==> src/rtl/mem_wb_pkg.sv <==
// Shared MEM->WB definitions: default bus widths, stage state encoding
// and the write-back entry bundle.
package mem_wb_pkg;

    localparam int WORD_W     = 32;
    localparam int REG_ADDR_W = 5;

    typedef enum logic [1:0] {
        EMPTY = 2'd0,
        ONE   = 2'd1,
        FULL  = 2'd2
    } state_e;

    typedef struct packed {
        logic [REG_ADDR_W-1:0] regDest;
        logic [WORD_W-1:0]     result;
        logic                  wen;
    } wb_entry_t;

endpackage

==> src/rtl/mem_wb_stage_sat_counter.sv <==
// Saturating up-counter with synchronous clear; holds at all-ones.
module sat_counter #(
    parameter int CNT_W = 16
) (
    input  logic             clk_i,
    input  logic             clear_i,
    input  logic             inc_i,
    output logic [CNT_W-1:0] cnt_o
);

    logic [CNT_W-1:0] cnt_q;
    logic [CNT_W-1:0] cnt_d;

    always_comb begin
        cnt_d = cnt_q;
        if (clear_i) begin
            cnt_d = '0;
        end else if (inc_i && (cnt_q != {CNT_W{1'b1}})) begin
            cnt_d = cnt_q + 1'b1;
        end
    end

    always_ff @(posedge clk_i) begin
        cnt_q <= cnt_d;
    end

    assign cnt_o = cnt_q;

endmodule

==> src/rtl/mem_wb_stage.sv <==
// MEM->WB pipeline register: valid/ready flow control, flush, optional
// 2-entry skid buffer, r0 write suppression and a saturating stall counter.
module mem_wb_stage #(
    parameter int WORD_W     = mem_wb_pkg::WORD_W,
    parameter int REG_ADDR_W = mem_wb_pkg::REG_ADDR_W,
    parameter int SKID       = 1,
    parameter int CNT_W      = 16
) (
    input  logic                  clk,
    input  logic                  rst,
    input  logic                  flush,
    input  logic                  in_valid,
    output logic                  in_ready,
    input  logic [REG_ADDR_W-1:0] in_regDest,
    input  logic [WORD_W-1:0]     in_result,
    input  logic                  in_wen,
    output logic                  out_valid,
    input  logic                  out_ready,
    output logic [REG_ADDR_W-1:0] out_regDest,
    output logic [WORD_W-1:0]     out_result,
    output logic                  out_wen,
    output logic [CNT_W-1:0]      stall_cnt
);

    import mem_wb_pkg::*;

    typedef struct packed {
        logic [REG_ADDR_W-1:0] regDest;
        logic [WORD_W-1:0]     result;
        logic                  wen;
    } entry_t;

    state_e state_q, state_d;
    entry_t main_q, main_d;
    entry_t skid_q, skid_d;
    entry_t in_e;
    logic   full_q, full_d;
    logic   accept;
    logic   consume;

    always_comb begin
        in_e         = '0;
        in_e.regDest = in_regDest;
        in_e.result  = in_result;
        in_e.wen     = in_wen && (in_regDest != '0);
    end

    // Skid mode registers ready; otherwise ready looks through to WB.
    assign in_ready  = (SKID != 0) ? ~full_q : (~out_valid | out_ready);
    assign out_valid = (state_q != EMPTY);
    assign accept    = in_valid & in_ready;
    assign consume   = out_valid & out_ready;

    always_comb begin
        state_d = state_q;
        main_d  = main_q;
        skid_d  = skid_q;
        unique case (state_q)
            EMPTY: begin
                if (accept) begin
                    main_d  = in_e;
                    state_d = ONE;
                end
            end
            ONE: begin
                if (accept && consume) begin
                    main_d = in_e;
                end else if (accept) begin
                    skid_d  = in_e;
                    state_d = FULL;
                end else if (consume) begin
                    state_d = EMPTY;
                end
            end
            FULL: begin
                if (consume) begin
                    main_d  = skid_q;
                    state_d = ONE;
                end
            end
            default: state_d = EMPTY;
        endcase
        if (flush) begin
            state_d = EMPTY;
        end
        full_d = (state_d == FULL);
    end

    always_ff @(posedge clk) begin
        if (rst) begin
            state_q <= EMPTY;
            main_q  <= '0;
            skid_q  <= '0;
            full_q  <= 1'b0;
        end else begin
            state_q <= state_d;
            main_q  <= main_d;
            skid_q  <= skid_d;
            full_q  <= full_d;
        end
    end

    // WB never sees a write target or enable from a bubble.
    assign out_regDest = out_valid ? main_q.regDest : '0;
    assign out_result  = main_q.result;
    assign out_wen     = out_valid & main_q.wen;

    sat_counter #(
        .CNT_W(CNT_W)
    ) u_stall_cnt (
        .clk_i  (clk),
        .clear_i(rst),
        .inc_i  (out_valid & ~out_ready),
        .cnt_o  (stall_cnt)
    );

endmodule

==> config.mk <==
export PLATFORM = sky130hd
export DESIGN_NAME = mem_wb_stage
export DESIGN_NICKNAME = d
export VERILOG_FILES = /design/src/rtl/mem_wb_pkg.sv /design/src/rtl/mem_wb_stage_sat_counter.sv /design/src/rtl/mem_wb_stage.sv
export SDC_FILE = /design/constraint.sdc
export NUM_CORES = 1
export LEC_CHECK = 0
export ABC_CLOCK_PERIOD_IN_PS = 3600
export BUFFER_PORTS_ARGS = -buffer_cell sky130_fd_sc_hd__buf_2
export CAP_MARGIN = 20
export CORE_MARGIN = 2
export CORE_UTILIZATION = 40
export CTS_BUF_LIST = sky130_fd_sc_hd__clkbuf_16
export DETAILED_ROUTE_END_ITERATION = 16
export PLACE_DENSITY = 0.7
export SETUP_SLACK_MARGIN = 0.2
export SYNTH_ARGS = -nofsm -noshare
export SYNTH_HDL_FRONTEND = slang
export SYNTH_SLANG_ARGS = --single-unit
==> constraint.sdc <==
create_clock -name clk -period 3.6 [get_ports clk]
set_input_delay 0 -clock clk [delete_from_list [all_inputs] [get_ports clk]]
set_output_delay 0 -clock clk [all_outputs]
set_load 0.02 [all_outputs]
======== Word level (Yosys, flattened, before mapping) ========
Cells that the tools add are included.
word-level totals
  bits in registers ....................... 95
  output and inout port bits .............. 56
  input port bits ......................... 43
cells by class
  equality and inequality tests ........... 7
  reduce and logical (&&, ||, !) cells .... 9
  mux-type cells .......................... 12
  $add $sub $neg .......................... 1
  bitwise logic cells ..................... 7
operator list
  kind                   count
  $mux 38                3
  $pmux 38 s3            1
  $add 16x1->16 const B  1
  $ne 16x16->1 const B   1
  $mux 2                 6
  $ne 2x2->1 const B     3
  $pmux 2 s3             1
  $mux 5                 1
  $reduce_bool 5->1      1
  $and 1x1->1            4
  $eq 2x2->1 const B     2
  $reduce_and 4->1       1
  $logic_and 1x1->1      3
  $not 1->1              3
  $reduce_and 3->1       1
  $reduce_bool 3->1      1
  $eq 2x1->1 const B     1
  $logic_not 2->1        1
  $reduce_bool 2->1      1

======== Longest topological paths before layout ========
Gate-level depths: netlist of run 1.
  depth in word-level cells ............... 8
  depth in mapped cells ................... 7
  gate-level depth less buffers ........... 5

======== Hierarchy ========
From an unflattened synthesis of run 1, not the netlist that was laid out.
second synthesis, totals
  cells, all modules ...................... 498
  area total of the unflattened synthesis .. 4411.7 um2
by module, submodules not included
  module        area an instance (um2)  cells each  times used
  mem_wb_stage  3563.4                  399         1
  sat_counter   848.3                   99          1

======== Worst setup path before layout of run 1 ========
Ideal clock, no wire load.
  path kind ............................... register to register
  start ................................... reg u_stall_cnt.cnt_q[0] (netlist: u_stall_cnt.cnt_o[0])
  end ..................................... reg u_stall_cnt.cnt_q[4] (netlist: u_stall_cnt.cnt_o[4])
  period minus slack after synthesis ...... 1.968 ns
  stages on the path, launching flop included .. 8
  setup slack ............................. 1.632 ns
  required time ........................... 3.477 ns
  setup time .............................. 0.123 ns
  arrival ................................. 1.845 ns
  buffers on the path ..................... 2
  cell sequence ........................... dfxtp_1 > ha_1 > clkbuf_1 > nand4_1 > nor4_1 > buf_2 > nor3_1 > mux2_1
on the way
  word-level cells in the longest chain between the ends .. 2
ends and longest elaborated chain
  item                                                   line                            source
  start: declaration                                     mem_wb_stage_sat_counter.sv:11  logic [CNT_W-1:0] cnt_q;
  start signal: assignment                               mem_wb_stage_sat_counter.sv:24  cnt_q <= cnt_d;
  branches (longest 2 deep; another with $add 16x1->16)  n/a
Parallel ways; which one is timed is not known.
A chain may end at the register's enable or synchronous reset.

======== Worst setup path in the final report of run 1 ========
  start ................................... reg state_q[1]
  end ..................................... reg u_stall_cnt.cnt_q[14] (netlist: u_stall_cnt.cnt_o[14])
on the way
  word-level cells in the longest chain between the ends .. 3
ends and longest elaborated chain
  item                      line                            source
  start: declaration        mem_wb_stage.sv:33              state_e state_q, state_d;
  start signal: assignment  mem_wb_stage.sv:96              state_q <= state_d;
  $reduce_bool 2->1         mem_wb_stage.sv:50              assign out_valid = (state_q != EMPTY);
  $and 1x1->1               mem_wb_stage.sv:113             .inc_i (out_valid & ~out_ready),
  $logic_and 1x1->1         mem_wb_stage_sat_counter.sv:18  end else if (inc_i && (cnt_q != {CNT_W{1'b1}})) begin
Every way passes these cells.

==> impl_results.md, run 1 <==
- End-of-flow core utilization: 51.6%
- Wire length of the first global-routing pass: 16.1 mm
- Count of final max-slew check failures: 0
- Detailed-route via count: roughly 3600
- Pin count of the biggest net entering global routing: between 100 and 150
- Clock root buffer master: clkbuf_16
- Wirelength per Cell: approximately 14 um
- Run status: completed
- Total wire length: around 10 mm
- Cell taking the most area after synthesis: dfxtp_1
- Clock buffer count from CTS: 9
- Clock tree from TritonCTS: yes
- Share of the clock period used by the worst path: 65.5%
- 1st-pass router iterations: 4
- Clk pwr share: about 44%
- CP Cell Sequence: o21bai_1, or4_4, nor4b_2, mux2_1
- Placeable Area: 10300 um2
- Estimated wirelength of the detail-placed design: 6.47 mm
- Total die area: between 10000 and 15000 um2
- Share of flip-flops with an asynchronous set or reset: 0%
- Global-route total usage across every layer: 17.5%
- Hold Path Class: in2reg
- Min cycle time layout: 2.36 ns
- Hold_ws: 0.139 ns
- Number of gates resized after CTS: 0
- Power per Cell Area: 460 nW/um2
- Placement row count: 37
- Simple-gate share of the synthesized area: 19.4%
- Chip Width: 107 um
- Final hold viol count: 0
- Final sum of negative setup slack: 0 ns
- Fraction of power spent switching nets: 23.1%
- Sequential fraction of the synthesis area: 44.6%
- GRT Residual Overflow: 0
- Largest family of logic cells by synthesized area: simple AND/OR/NAND/NOR gates
- Fmax: about 0.42 GHz
- Antenna violations before repair: 0
- Routed vias/inst: 5.04
- Post CTS Setup Buffer Count: 0
- Insertion delay of the later-clocked pin in the worst-skew pair: 0.33 ns
- Ys Warns: 0
- Post-synthesis sequential element count: 95
- Vias in the first global route: 3389
- Leakage power of the design: about 2.3 nW
- DRC violation count after routing: 0
- Depth of the worst register-to-register path: 4
- Switching power total: 0.567 mW
- Mux cell area share after synthesis: 10.5%
- Sinks on Clock Net: 95
- Fill cell count: 955
- Register area: 1900 um2
- Data required time at the worst endpoint: around 3.8 ns
- Most frequent cell after synthesis: dfxtp_1
- VDD IR-drop max: 0.274 mV
- Portion of synthesized cell area occupied by the leading cell type: between 40 and 50%
- Placer congestion estimate: 0.805
- Area growth, synth to finish: 24.9%
- Gate power share: 10.9%
- Average cell area after synthesis: roughly 8.6 um2
- I/O pin count: 99
- Adder and majority cell fraction of the synthesized area: 0.293%
- Internal: 1.88 mW
- Post-layout net count: 626
- Standard cell with the maximum stage delay on the critical path: or4_4
- Part of the total power dissipated in sequential elements: 45.6%
- Synthesized-area fraction occupied by ao, oa, aoi and oai cells: 15.7%
- Net count of the mapped netlist: between 500 and 600
- Maximum fanout along the worst path: 11
- Vertical die dimension: 107 um
- Netlist area before placement: between 4000 and 5000 um2
- Arr. time, crit path: 2.58 ns
- Initial core utilization: 41.3%
- Measured slew at the worst slew-check pin: 1.01 ns
- Setup repair after global routing missed its margin: no
- Kind of critical path: reg2reg
- Max H-tree Level: 3
- Final total power: around 2.5 mW
- Relative slew slack: 32.4%
- Count of input and output buffers: 98
- Final Instance Area: 5330 um2
- Max Buffers Root-to-Sink: 2
- Share of layout cells above drive strength 1: 21.5%
- Leading cell types by count after synthesis: dfxtp_1, nand2_1, a21oi_1
- Combined area of the multi-input logic cells: about 2000 um2
- Primary FF master, synth: dfxtp_1
- Largest stage delay on the critical path: about 0.68 ns
- Antenna viol nets, final: 0
- Count of mapped cells out of synthesis: 496
- Kind of end point of the critical path: flip-flop
- Maximum clock skew at final layout: 0.00641 ns
- Final setup vio count: 0
- Hold Path Depth: 4
- Startpoint class of the critical path: flip-flop
- Number of unique standard cell types used by synthesis: 40
- Count of routing violations after the opening detailed-route iteration: 175
- Placed standard-cell area: 4590 um2
- Post-synth EDFFs: 0
- Cell types occupying the most area after synthesis: dfxtp_1, mux2i_1, nand2_1
- Max capacitance violation total: 0
- Synth Area in XOR/XNOR: 0%
- Diodes inserted: 0
- Clock-pin transition on the worst setup and hold timing paths: 0.07 ns
[state kept, by name, indices dropped and copies added (netlist names)]
name	flops
full_q	1
u_stall_cnt.cnt_o	16
state_q	2
out_result	32
skid_q	38
main_q	6
[cell families (layout without fill, tap and decap cells)]
kind of cell,count (synthesis),in the layout
flip-flops,95,95
AND/OR/NAND/NOR,179,179
buffers and inverters,72,162
adder cells (fa/ha/maj),1,1
AO/OA/AOI/OAI,105,105
multiplexers,44,44
[per-layer routing]
layer  part of all wire, %  GRT usage [%]  routed length, um  vias to the layer above
met5                     0              0                  0                        -
met4                   1.9           7.79                192                        0
met2                    50           30.2               4960                       90
li1                      -              -                  -                     1869
met1                    43           20.7               4250                     1664
met3                   4.8           3.75                475                       17
[what timing repair did]
item / in CTS / in global routing
hold buffers: 40 / 0
endpoints found under the hold margin: 42 / 0
setup endpoints to repair: 0 / 0
[path summary, 6_finish.rpt]
check	startpoint	end	slack [ns]
max	state_q[1]$_SDFF_PP0_	u_stall_cnt.cnt_o[14]$_SDFFE_PP0P_	1.24
min	in_valid	state_q[1]$_SDFF_PP0_	0.14
max reg2reg	state_q[1]$_SDFF_PP0_	u_stall_cnt.cnt_o[14]$_SDFFE_PP0P_	1.24
min reg2reg	skid_q[1]$_SDFFE_PP0P_	skid_q[1]$_SDFFE_PP0P_	0.45
[placed cells by master (no fill, tap or decap), types with 2 or more instances in the layout]
master,instances
mux2_1,2
nand4_1,7
nand3b_1,2
nand2b_1,3
bufinv_16,3
mux2i_1,39
o21ai_0,4
nor2b_1,12
a2111oi_0,2
or4_1,4
dlygate4sd3_1,40
a311oi_1,2
or3_1,4
nor3_1,3
nor2_1,46
nor3b_1,2
a211oi_1,38
buf_4,6
o211ai_1,2
nand2_1,83
inv_1,5
buf_2,97
and2_1,2
a21oi_1,48
nor4_1,2
clkbuf_16,9
mux2_2,3
nand3_1,2
o31ai_1,4
dfxtp_1,95
[power groups by stage]
stage	clock network, mW	registers (mW)	logic, mW
floorplan	0	1.14	0.192
global placement	0	1.14	0.228
detailed placement	0	1.14	0.234
CTS	1.11	1.12	0.268
global route	1.13	1.12	0.295
finish	1.06	1.12	0.268
[worst max-delay path, delay by kind of cell, from the launching register on]
family | cells | cell delay, ns
simple gates | 2 | 1.01
flops | 1 | 0.54
compound gates | 1 | 0.36
mux | 1 | 0.34
[through the flow]
stage / setup slack (ns) / instances
finish: 1.24 / 722
global route: 0.991 / 722
CTS: 1.25 / 722
detailed placement: 1.26 / 667
global placement: 1.36 / 667
floorplan: 1.63 / 496
[layout make-up]
type / count / area share (%)
tap: 136 / 3.20
clock inverter: 6 / 2.07
inverter: 4 / 0.282
sequential: 95 / 35.7
timing repair buffer: 143 / 17.5
multi-input combinational: 329 / 37.0
clock buffer: 9 / 4.23
Power figures use the tool's default switching activity.
==> inputs of run 2 (changes only) <==
ABC_CLOCK_PERIOD_IN_PS = 2500   (was 3600)
clock period = 2.5 ns   (was 3.6 ns; I/O delays follow)
==> run 2 against run 1 <==
Net effect:
- largest cell class unchanged
- total power grew 40%
- sequential power grew 44%
- largest power group unchanged
- sequential cell count is the same
- register-to-register slack lost 0.79 ns
- via count shrank 0.93%
- utilization grew 0.28 points
- clock power grew 35%
- cell area grew 0.54%
==> impl_results.md, run 2 (same netlist as run 1, synthesis figures left out) <==
- Run status: completed
- Global-route total usage across every layer: 16.6%
- Estimated wirelength of the detail-placed design: between 6 and 7 mm
- Count of input and output buffers: 98
- Final total power: 3.43 mW
- VDD IR-drop max: between 0.3 and 0.4 mV
- Wire length of the first global-routing pass: 15.4 mm
- Diodes inserted: 0
- Switching power total: 0.811 mW
- Measured slew at the worst slew-check pin: between 0.7 and 0.8 ns
- Total die area: 11500 um2
- Max H-tree Level: 3
- Initial core utilization: 41.3%
- Fraction of power spent switching nets: 23.7%
- Setup repair after global routing missed its margin: no
- Max FFs per register: 38
- Total wire length: 9.58 mm
- Wirelength per Cell: 13.2 um
- Insertion delay of the later-clocked pin in the worst-skew pair: 0.33 ns
- Leading cell type in the layout, fill and taps excluded: buf_2
- Final hold viol count: 0
- Detailed-route via count: ~3600
- Internal: 2.61 mW
- Placeable Area: 10300 um2
- Capture point of the worst reg-to-reg path: u_stall_cnt.cnt_o[14]$_SDFFE_PP0P_
- End-of-flow core utilization: 51.9%
- Max capacitance violation total: 0
- Reg with most FFs: skid_q
- Count of final max-slew check failures: 0
- Placer congestion estimate: 0.888
- Kind of critical path: reg2reg
- Worst setup path endpoint: u_stall_cnt.cnt_o[14]$_SDFFE_PP0P_
- Vertical die dimension: 107 um
- Arr. time, crit path: 2.26 ns
- Sinks on Clock Net: 95
- Kind of end point of the critical path: flip-flop
- Startpoint class of the critical path: flip-flop
- Leading cell types in the layout, fill and taps excluded: buf_2, dfxtp_1, nand2_1
- Post-layout worst setup margin: 0.451 ns
- Leakage power of the design: 2.36 nW
- Area growth, synth to finish: 25.6%
- I/O pin count: 99
- Clock root buffer master: clkbuf_16
- Worst reg2reg setup slack: between 0.4 and 0.5 ns
- Final Instance Area: 5350 um2
- Hold_ws: 0.177 ns
- Final sum of negative setup slack: 0 ns
- Dpl ws: ~0.47 ns
- GRT Residual Overflow: 0
- Fmax: 0.488 GHz
- DRC violation count after routing: 0
- Maximum fanout along the worst path: 9
- Placed standard-cell area: 4640 um2
- Origin of the critical flop-to-flop path: state_q[1]$_SDFF_PP0_
- Relative slew slack: between 40% and 50%
- Part of the total power dissipated in sequential elements: between 40 and 50%
- Critical path launch point: state_q[1]$_SDFF_PP0_
- Post-layout net count: approximately 630
- Chip Width: roughly 110 um
- Gate power share: 11.3%
- Data required time at the worst endpoint: 2.71 ns
- Antenna violations before repair: 0
- Maximum clock skew at final layout: 0.00529 ns
- Min cycle time layout: 2.05 ns
- Pin count of the biggest net entering global routing: 77
- Max Buffers Root-to-Sink: 2
- Hold Path Class: in2reg
- Routed vias/inst: 4.95
- Antenna viol nets, final: 0
- Share of the clock period used by the worst path: between 80% and 90%
- Count of routing violations after the opening detailed-route iteration: 149
- Share of layout cells above drive strength 1: 22.1%
- Non-filler instance count after layout: 728
- Clk pwr share: about two fifths
- Final setup vio count: 0
- Depth of the worst register-to-register path: 4
- Clock tree from TritonCTS: yes
- 1st-pass router iterations: 4
- Clock buffer count from CTS: 9
- Vias in the first global route: 3302
- Clock-pin transition on the worst setup and hold timing paths: 0.06 ns
- Placement row count: 37
- Power per Cell Area: 640 nW/um2
- Number of instances in the placed design: 672
[run 2: changes by cell type in the layout (fill, tap and decap cells not counted), sizes merged]
cell / change
inv: -1
buf: +5
clkinv: +3
bufinv: -1
[run 2: repair_timing]
| action | 4_1_cts | 5_1_grt |
|---|---|---|
| resized for setup | 0 | 0 |
| endpoints found under the hold margin | 42 | 0 |
| setup buffers | 0 | 0 |
| hold buffers | 40 | 0 |
[run 2: layout make-up]
cell class | count | area, um2
clock buffer | 9 | 225
clock inverter | 7 | 88.8
fill | 967 | 4970
inverter | 4 | 15.0
multi-input combinational | 329 | 1970
sequential | 95 | 1900
tap | 136 | 170
timing repair buffer | 148 | 981
[run 2: how the worst min path moves through the flow]
| stage | from | endpoint | slack, ns | cells after the start |
|---|---|---|---|---|
| detailed placement | flush | state_q[0]$_SDFF_PP0_ | 0.19 | 2 |
| global route | in_valid | state_q[1]$_SDFF_PP0_ | 0.17 | 4 |
| floorplan | flush | state_q[0]$_SDFF_PP0_ | 0.08 | 1 |
| global placement | flush | state_q[0]$_SDFF_PP0_ | 0.19 | 2 |
| CTS | in_valid | state_q[1]$_SDFF_PP0_ | 0.17 | 4 |
| finish | in_valid | state_q[1]$_SDFF_PP0_ | 0.18 | 4 |
[run 2: routing by layer]
layer / wire, um / track usage, % / vias to the layer above
li1: - / - / 1874
met1: 4260 / 20.6 / 1635
met2: 4730 / 28.4 / 85
met3: 453 / 3.81 / 12
met4: 131 / 5.47 / 0
met5: 0 / 0 / -
[run 2: critical path, cell delays in order, from the launching register on]
cell and delay (ns):
dfxtp_1 0.54, o21bai_1 0.16, or4_4 0.59, nor4b_2 0.29
mux2_1 0.35
[run 2: power groups by stage]
stage	Clock, mW	Combinational (mW)	Sequential, mW
finish	1.43	0.389	1.61
global route	1.54	0.428	1.61
CTS	1.48	0.391	1.61
detailed placement	0	0.342	1.64
global placement	0	0.336	1.64
floorplan	0	0.277	1.64
==> inputs of run 3 (changes only) <==
ABC_CLOCK_PERIOD_IN_PS = 1650   (was 2500)
PLACE_DENSITY = 0.73   (was 0.7)
clock period = 1.65 ns   (was 2.5 ns; I/O delays follow)
==> run 3 against run 2 <==
Net effect:
- the run now ends with setup timing left
- worst setup slack got worse by 0.55 ns
- non-clock buffer count is 63 higher
- count of clock-buffer cells in the layout stayed put
- final cell count up 8.5%
- combinational power is 140% higher
- total power grew 58%
- cell area increased by 26%
- clock power rose by 41%
- hold slack got worse by 0.041 ns
- first-iteration DRC count up 68%
- register-to-register slack worse by 0.55 ns
- critical path type unchanged
- largest power group unchanged
- highest routed layer unchanged
==> impl_results.md, run 3 (same netlist as run 1, synthesis figures left out) <==
- Chip Width: 107 um
- Final total power: 5.41 mW
- Part of the total power dissipated in sequential elements: 45.2%
- Reg with most FFs: skid_q
- Gate power share: 17.4%
- Max H-tree Level: 3
- Critical path launch point: state_q[0]$_SDFF_PP0_
- End-of-flow core utilization: between 60 and 70%
- Routed vias/inst: ~5.3
- Final Instance Area: 6760 um2
- Setup repair after global routing missed its margin: yes
- Dpl ws: -0.0670 ns
- Fmax: around 0.57 GHz
- Non-filler instance count after layout: about 800
- Estimated wirelength of the detail-placed design: slightly below 7 mm
- Run status: finished with violations
- Capture point of the worst reg-to-reg path: main_q[35]$_SDFFE_PP0P_
- Insertion delay of the later-clocked pin in the worst-skew pair: 0.35 ns
- Origin of the critical flop-to-flop path: state_q[0]$_SDFF_PP0_
- Count of input and output buffers: 98
- Hold Path Class: in2reg
- Measured slew at the worst slew-check pin: 0.690 ns
- Clk pwr share: 37.4%
- Leading cell type in the layout, fill and taps excluded: buf_2
- Startpoint of the lowest-slack hold path: in_valid
- Fraction of power spent switching nets: 26.2%
- Maximum fanout along the worst path: 7
- Clock buffer count from CTS: 9
- Max FFs per register: 38
- Antenna violations before repair: 1
- Vias in the first global route: 3881
- Count of routing violations after the opening detailed-route iteration: 250
- Area growth, synth to finish: 58.5%
- Relative slew slack: 54.0%
- Vertical die dimension: roughly 110 um
- I/O pin count: between 90 and 100
- Share of layout cells above drive strength 1: 44.4%
- Post-layout worst setup margin: -0.101 ns
- Internal: 3.99 mW
- Kind of end point of the critical path: flip-flop
- Pin count of the biggest net entering global routing: 64
- Maximum clock skew at final layout: 0.00761 ns
- Switching power total: 1.41 mW
- Wirelength per Cell: 17.3 um
- Hold_ws: roughly 0.14 ns
- Worst setup path endpoint: main_q[35]$_SDFFE_PP0P_
- Startpoint class of the critical path: flip-flop
- Number of instances in the placed design: between 600 and 700
- Wire length of the first global-routing pass: roughly 19 mm
- Final hold viol count: 0
- Max Buffers Root-to-Sink: 2
- Count of final max-slew check failures: 0
- Global-route total usage across every layer: 20.9%
- Depth of the worst register-to-register path: 9
- Clock root buffer master: clkbuf_16
- Clock tree from TritonCTS: yes
- Worst reg2reg setup slack: -0.10 ns
- Arr. time, crit path: 2.00 ns
- Initial core utilization: between 40% and 50%
- Placeable Area: slightly above 10000 um2
- Violated checks: setup timing
- Final sum of negative setup slack: -0.443 ns
- 1st-pass router iterations: 5
- Placer congestion estimate: 0.882
- Detailed-route via count: 4187
- Final setup vio count: 15
- Min cycle time layout: 1.75 ns
- Total die area: 11500 um2
- Power per Cell Area: about 800 nW/um2
- Leakage power of the design: 2.88 nW
- Kind of critical path: reg2reg
- Antenna viol nets, final: 0
- Leading cell types in the layout, fill and taps excluded: buf_2, nand2_1, dfxtp_1
- Total wire length: 13.6 mm
- Post-layout net count: between 600 and 700
- Share of the clock period used by the worst path: 106%
- Data required time at the worst endpoint: 1.90 ns
- Max capacitance violation total: 0
- GRT Residual Overflow: 0
- Placed standard-cell area: 4860 um2
- Sinks on Clock Net: 95
- Placement row count: 37
- DRC violation count after routing: 0
- Clock-pin transition on the worst setup and hold timing paths: roughly 0.07 ns
- VDD IR-drop max: 0.490 mV
run 3: what timing repair did:
item | CTS | global route
hold buffers | 40 | 0
setup endpoints to repair | 99 | 90
resized for setup | 62 | 99
gates cloned | 10 | 6
pin swaps | 26 | 27
setup buffers | 20 | 9
hold endpoints to repair | 42 | 0
run 3: routing by layer:
layer | global-route usage [%] | routed length [um] | up-vias
met3 | 4.06 | 610 | 32
met5 | 0 | 0 | -
met4 | 9.18 | 359 | 0
met1 | 25.1 | 5630 | 2002
met2 | 36.0 | 7030 | 146
li1 | - | - | 2007
run 3: worst min path at each step:
stage / end / depth (start not counted)
floorplan: state_q[0]$_SDFF_PP0_ / 1
global placement: state_q[0]$_SDFF_PP0_ / 2
detailed placement: state_q[0]$_SDFF_PP0_ / 2
CTS: full_q$_SDFF_PP0_ / 4
global route: state_q[1]$_SDFF_PP0_ / 4
finish: state_q[1]$_SDFF_PP0_ / 4
run 3: layout make-up:
type / count / area (um2)
fillers: 767 / 3570
multi-input cells: 329 / 2470
flip-flops and latches: 95 / 1940
repair buffers: 211 / 1880
clock buffers: 9 / 225
well taps: 136 / 170
clock inverters: 5 / 51.3
inverters: 4 / 15.0
diodes: 1 / 2.50
run 3: critical path: stages (launching register included):
cell      delay, ns
dfxtp_2        0.32
buf_6          0.12
nor2b_4        0.13
o31ai_4        0.27
buf_6          0.17
buf_6          0.13
buf_12         0.10
buf_16         0.13
nor2_2         0.04
a211oi_1       0.25
run 3: power groups by stage:
stage                     clock network, mW  logic (mW)  registers (mW)
final                                  2.02       0.940            2.45
after global routing                   2.13       0.997            2.46
after CTS                              2.03       0.816            2.43
after detailed placement                  0       0.537            2.48
after global placement                    0       0.522            2.47
after floorplan                           0       0.425            2.47
